===== config.mk =====
export PLATFORM = sky130hd
export DESIGN_NAME = dram_write
export DESIGN_NICKNAME = d
export VERILOG_FILES = /design/src/rtl/dram_write.sv
export SDC_FILE = /design/constraint.sdc
export NUM_CORES = 1
export LEC_CHECK = 0
export ABC_AREA = 1
export BUFFER_PORTS_ARGS = -buffer_cell sky130_fd_sc_hd__buf_2
export CORE_UTILIZATION = 40
export CTS_CLUSTER_DIAMETER = 150
export DETAILED_ROUTE_END_ITERATION = 16
export SLEW_MARGIN = 25
export SYNTH_ARGS = -nofsm -noshare
export SYNTH_HDL_FRONTEND = slang
export SYNTH_SLANG_ARGS = --single-unit

===== constraint.sdc =====
create_clock -name clk -period 20.1 [get_ports clk]
set_input_delay 2.01 -clock clk [delete_from_list [all_inputs] [get_ports clk]]
set_output_delay 2.01 -clock clk [all_outputs]
set_load 0.01 [all_outputs]

===== src/rtl/dram_write.sv =====
// Write-side timing model of a 16-row DRAM with one open-row buffer.
// Optional per-class accept counters are enabled by defining DRAM_WR_STATS_EN.
module dram_write #(
  parameter int NROWS      = 16,
  parameter int AW         = 4,
  parameter int DW         = 32,
  parameter int T_HIT      = 1,
  parameter int T_EMPTY    = 10,
  parameter int T_CONFLICT = 20
) (
  input  logic          clk,
  input  logic          rst,
  input  logic          input_valid,
  input  logic [AW-1:0] rno,
  input  logic [DW-1:0] wdata,
  output logic          busy,
  output logic          output_bit,
  input  logic [AW-1:0] peek_addr,
  output logic [DW-1:0] peek_data
`ifdef DRAM_WR_STATS_EN
  ,
  output logic [15:0]   hit_cnt,
  output logic [15:0]   empty_cnt,
  output logic [15:0]   conflict_cnt
`endif
);

  typedef enum logic [0:0] {
    IDLE = 1'b0,
    WAIT = 1'b1
  } state_t;

  state_t          state_r;
  state_t          state_s;
  logic [7:0]      cnt_r;
  logic [7:0]      lat_s;
  logic [AW-1:0]   rno_lat_r;
  logic [DW-1:0]   wdata_lat_r;
  logic [AW-1:0]   ropen_r;
  logic            ropen_vld_r;
  logic            done_r;
  logic            accept_s;
  logic            commit_s;
  logic            hit_s;
  logic            empty_s;
  logic [DW-1:0]   regfl_r [NROWS];

  function automatic logic in_range(input logic [AW-1:0] a);
    return (32'(a) < NROWS);
  endfunction

  assign accept_s = (state_r == IDLE) && input_valid;
  assign commit_s = (state_r == WAIT) && (cnt_r == 8'd0);
  assign hit_s    = ropen_vld_r && (ropen_r == rno);
  assign empty_s  = !ropen_vld_r;

  // Latency class chosen from the row-buffer state at the moment of accept.
  always_comb begin
    lat_s = 8'(T_CONFLICT);
    if (hit_s) begin
      lat_s = 8'(T_HIT);
    end else if (empty_s) begin
      lat_s = 8'(T_EMPTY);
    end else begin
      lat_s = 8'(T_CONFLICT);
    end
  end

  // State register.
  always_ff @(posedge clk or posedge rst) begin
    if (rst) begin
      state_r <= IDLE;
    end else begin
      state_r <= state_s;
    end
  end

  // Next-state logic.
  always_comb begin
    state_s = state_r;
    case (state_r)
      IDLE: begin
        if (accept_s) begin
          state_s = WAIT;
        end else begin
          state_s = IDLE;
        end
      end
      WAIT: begin
        if (commit_s) begin
          state_s = IDLE;
        end else begin
          state_s = WAIT;
        end
      end
      default: state_s = IDLE;
    endcase
  end

  // Output decode: busy is exactly the WAIT residency.
  always_comb begin
    busy = 1'b0;
    case (state_r)
      IDLE:    busy = 1'b0;
      WAIT:    busy = 1'b1;
      default: busy = 1'b0;
    endcase
  end

  assign output_bit = done_r;

  // Request latch, open-row tracking and latency countdown.
  always_ff @(posedge clk or posedge rst) begin
    if (rst) begin
      cnt_r       <= 8'd0;
      rno_lat_r   <= '0;
      wdata_lat_r <= '0;
      ropen_r     <= '0;
      ropen_vld_r <= 1'b0;
      done_r      <= 1'b0;
    end else if (accept_s) begin
      cnt_r       <= lat_s - 8'd1;
      rno_lat_r   <= rno;
      wdata_lat_r <= wdata;
      ropen_r     <= rno;
      ropen_vld_r <= 1'b1;
      done_r      <= 1'b0;
    end else if (commit_s) begin
      done_r      <= 1'b1;
    end else if (state_r == WAIT) begin
      cnt_r       <= cnt_r - 8'd1;
    end
  end

  // Row array; out-of-range rows time normally but never commit.
  always_ff @(posedge clk or posedge rst) begin
    if (rst) begin
      for (int i = 0; i < NROWS; i++) begin
        regfl_r[i] <= DW'(i);
      end
    end else if (commit_s && in_range(rno_lat_r)) begin
      regfl_r[rno_lat_r] <= wdata_lat_r;
    end
  end

  assign peek_data = in_range(peek_addr) ? regfl_r[peek_addr] : '0;

`ifdef DRAM_WR_STATS_EN
  // Saturating per-class accept counters.
  always_ff @(posedge clk or posedge rst) begin
    if (rst) begin
      hit_cnt      <= 16'd0;
      empty_cnt    <= 16'd0;
      conflict_cnt <= 16'd0;
    end else if (accept_s) begin
      if (hit_s) begin
        if (hit_cnt != 16'hFFFF) hit_cnt <= hit_cnt + 16'd1;
      end else if (empty_s) begin
        if (empty_cnt != 16'hFFFF) empty_cnt <= empty_cnt + 16'd1;
      end else begin
        if (conflict_cnt != 16'hFFFF) conflict_cnt <= conflict_cnt + 16'd1;
      end
    end
  end
`endif

endmodule


# Yosys cells after proc, flatten, opt, wreduce, memory -nomap -nowiden
# Index checks and enable logic that the tools add are counted.
# totals
ff_bits,559
wordCells,57
# op_classes
mux,17
bitwise_logic,3
n_eq_ne,2
n_addsub,2
n_lt_le_gt_ge,3
n_reduce_logical,8
# op_table
operator,n
512-bit bitwise mux,1
32-bit binary-select mux with 4-bit select,1
32-bit demux with 4-bit select,1
32-bit two-way mux,3
8-bit two-way mux,4
8-bit by 1-bit subtractor with 8-bit output (second input constant),2
5-bit greater-or-equal comparator (second input constant),2
4-bit inverter with 5-bit output,2
8-bit zero test,1
5-bit by 1-bit < comparator with 1-bit output (second input constant),1
5-bit two-way mux,1
4-bit == test,1
1-bit logical AND,4
1-bit two-way mux,4
1-bit case mux with 2 select lines,2
2-bit nonzero test,2
2-bit != test (second input constant),1
2-bit AND reduction,1
1-bit inverter,1

# Logic depth before layout (Yosys ltp)
# logic_depth
depth_word,6
depth_mapped,15

# Worst setup path before layout
# OpenSTA, ideal clock, no wires.
# synth_path
path_kind,input to output
from,input port peek_addr[1]
to,output port peek_data[27]
t_arrival_ns,3.128
n_path_buf,3
slack_ns,14.962
cell_stages,7
path_cell_list,inv_1 -> clkbuf_1 -> clkbuf_1 -> clkbuf_1 -> o211ai_1 -> nand3_1 -> nand2_1
# synth_between
elab_chain_len,4
# synth_lines
element,line_no,text
start: declaration,18,"input logic [AW-1:0] peek_addr,"
4-bit inverter with 5-bit output (implied by the code),146,assign peek_data = in_range(peek_addr) ? regfl_r[peek_addr] : '0;
32-bit binary-select mux with 4-bit select,146,
32-bit two-way mux (implied by the code) (2 in a row),146,
end: declaration,19,output logic [DW-1:0] peek_data
# No other way between the ends. The select of a mux whose other input is x is not followed.

# Worst setup path after layout
# layout_path
from,input port peek_addr[1]
to,output port peek_data[31]
# The elaborated chain is that of the path after synthesis.

==> impl_metrics.py <==
metrics = {
    "setup_path": {
        "cp-start-kind": "input pin",
        "worst-setup-path-type": "in2out",
        "crit_fanout": 73,
        "worstPathRequired_ns": 18.09,
        "end_kind": "output port",
        "worst-endpoint-arrival_ns": 4.70,
    },
    "logic_synthesis": {
        "synth_top_area_frac": 0.526,
        "yosysWarnings": 0,
        "yosys.area.top_type": "dfrtp_1",
        "synth_top_family_by_area": "compound AO/OA/AOI/OAI gates",
        "synth.cell_area_mm2": 0.0251,
        "synthAdderAreaFrac": 0.000499,
        "synthSimpleGateAreaFrac": 0.116,
        "netlist_instances": 2785,
        "synth_area_per_cell_um2": 9.00,
        "ys_types": 30,
        "synth_area_leaders": "dfrtp_1, o21ai_0, nand2_1",
        "synth_xor_area_frac": 0,
        "synth_nets": 2829,
        "synthMuxAreaShare": 0.0511,
        "yosysSeqAreaShare": 0.560,
        "ys_ff_latch": 559,
        "synth-compound-area-share": 0.206,
    },
    "routing": {
        "wl_mm": 67.6,
        "postRouteAntennaNets": 0,
        "dr_total_vias": 19400,
        "drcViolationCount": 0,
        "first_pass_iters": 6,
        "routedWlPerCell_um": 18.7,
        "vias_per_cell": 5.37,
        "drt_iter0_markers": 1860,
    },
    "cells_and_area": {
        "final_common_cell": "o21ai_0",
        "finalNonFillerCells": 3613,
        "drive_gt1_frac": 0.0998,
        "area.growth.synth_to_final_pct": 12.0,
        "n_antenna_cell": 0,
        "fin_nets": 2767,
        "final_cell_area_mm2": 0.0281,
        "finish.utilization": 0.454,
        "layout_common_cells": "o21ai_0, nand2_1, dfrtp_1, inv_1",
    },
    "die": {
        "rows": 91,
        "dieHeight_um": 252,
        "start_util": 0.405,
        "die_w_um": 252,
        "dieArea_mm2": 0.0636,
        "ios": 77,
        "design.core.area_mm2": 0.0618,
    },
    "timing": {
        "period_minus_slack_ns": 6.71,
        "drv_slew": 0,
        "tns_ns": 0,
        "post-route-period-util": 0.334,
        "finalHoldViolCount": 0,
        "tightest_slew_ns": 1.08,
        "finalSetupViolCount": 0,
        "slew_headroom": 0.279,
        "rsz0062_at_grt": "no",
        "fin_worst_skew_ns": 0.0134,
        "clock.fmax_ghz": 0.149,
    },
    "cts": {
        "cts-buffers-inserted": 61,
        "ctsResizeCount": 0,
        "cts.path.max_buffers": 3,
        "cts_tree": "yes",
        "cts_setup_buffers": 0,
        "clk_pin_slew_ns": 0.06,
        "cts_num_sinks": 559,
        "ctsRootBufferMaster": "clkbuf_16",
        "cts_max_level": 2,
        "cts_hold_buf": 0,
        "clock_latency_ns": 0.63,
    },
    "power_and_ir_drop": {
        "seqPwrFrac": 0.454,
        "switching_share": 0.306,
        "p_int_mw": 2.29,
        "powerDensity_mw_per_mm2": 118,
        "power_leakage_nw": 12.3,
        "clkPwrFrac": 0.365,
        "ir_drop_v": 0.0000659,
        "pwr-share-comb": 0.180,
        "switchingPower_mw": 1.01,
    },
    "global_routing": {
        "antenna_found_initial": 0,
        "grt_max_degree": 123,
        "grt_pass1_wl_mm": 108,
        "grt.total_usage": 0.217,
        "grt_overflow": 0,
        "grt_pass1_vias": 19000,
    },
    "min_path": {
        "hp-class": "reg2reg",
    },
    "placement": {
        "post-dp-hpwl_mm": 34.7,
        "portBuffers": 76,
        "globalplace.congestion": 0.752,
        "placed_area_mm2": 0.0258,
        "placed_cells": 3497,
    },
    "flow_run": {
        "max-cap-violations": 0,
    },
    "status": {
        "outcome": "finished clean",
    },
}
synth_stat cells, drive strengths merged:
| cell type | count |
|---|---|
| mux2i | 128 |
| dfstp | 32 |
| dfrtp | 527 |
| nand3 | 44 |
| o211ai | 128 |
| ha | 1 |
| a21oi | 128 |
| nand2 | 629 |
| buf | 55 |
| nor2 | 19 |
| clkbuf | 177 |
| clkinv | 1 |
| o21ai | 712 |
| a31oi | 1 |
| inv | 187 |
| nor3 | 6 |
| nand4 | 10 |
stage by stage:
| stage | power, mW | setup WS [ns] | hold WS [ns] |
|---|---|---|---|
| floorplan | 1.95 | 2.51 | 0.423 |
| global placement | 2.08 | 13.42 | 0.440 |
| detailed placement | 2.11 | 13.39 | 0.443 |
| CTS | 3.33 | 13.39 | 0.458 |
| global route | 3.50 | 13.22 | 0.481 |
| finish | 3.30 | 13.39 | 0.454 |
kinds of logic after synthesis:
kind of cell | count (synthesis)
and+or+nand+nor | 708
buffers and inverters | 420
DFF | 559
muxes | 128
AOI/OAI and AO/OA | 969
adders and majority gates | 1
power by group through the flow:
stage	clock network (mW)	registers [mW]	logic, mW
2_1_floorplan	0	1.48	0.475
3_3_place_gp	0	1.50	0.578
3_5_place_dp	0	1.52	0.600
4_1_cts	1.23	1.50	0.602
5_1_grt	1.28	1.53	0.698
6_report	1.20	1.50	0.595
sequential cells by signal, summed over array words and instances (netlist names):
name         count
ropen_r          4
cnt_r            8
output_bit       1
wdata_lat_r     32
state_r          1
regfl_r        512
ropen_vld_r      1
area by class of cell:
type,instances,area (um2)
clock buffers,90,1860
clock inverters,26,352
fillers,5868,33800
inverters,188,717
multi-input cells,1806,9400
flip-flops and latches,559,14000
well taps,837,1050
repair buffers,107,647
metal layers:
layer / up-vias / routed length, um / part of all wire / global-route usage
met3: 99 / 3730 / 0.055 / 0.0330
li1: 9239 / - / - / -
met4: 0 / 1510 / 0.022 / 0.0573
met2: 540 / 32000 / 0.47 / 0.364
met5: - / 0 / 0 / 0
met1: 9533 / 30400 / 0.45 / 0.293
worst max-delay path: stages:
cell and delay, ns:
buf_4 0.10, buf_4 0.80, buf_4 0.74, a21oi_1 0.08
o21ai_0 0.12, o21ai_0 0.12, o211ai_1 0.22, nand2_1 0.21
buf_2 0.20
path summary, 6_finish.rpt:
path	start	slack, ns	endpoint	cells after the start
setup / recovery	peek_addr[1]	13.39	peek_data[31]	9
hold / removal	ropen_vld_r	0.45	ropen_vld_r	2
setup reg to reg	state_r	17.18	cnt_r[6]	12
hold reg to reg	ropen_vld_r	0.45	ropen_vld_r	2
max in group asynchronous	rst	15.78	regfl_r[326]	5
min in group asynchronous	rst	1.56	regfl_r[23]	2
(Power assumes the default switching activity.)
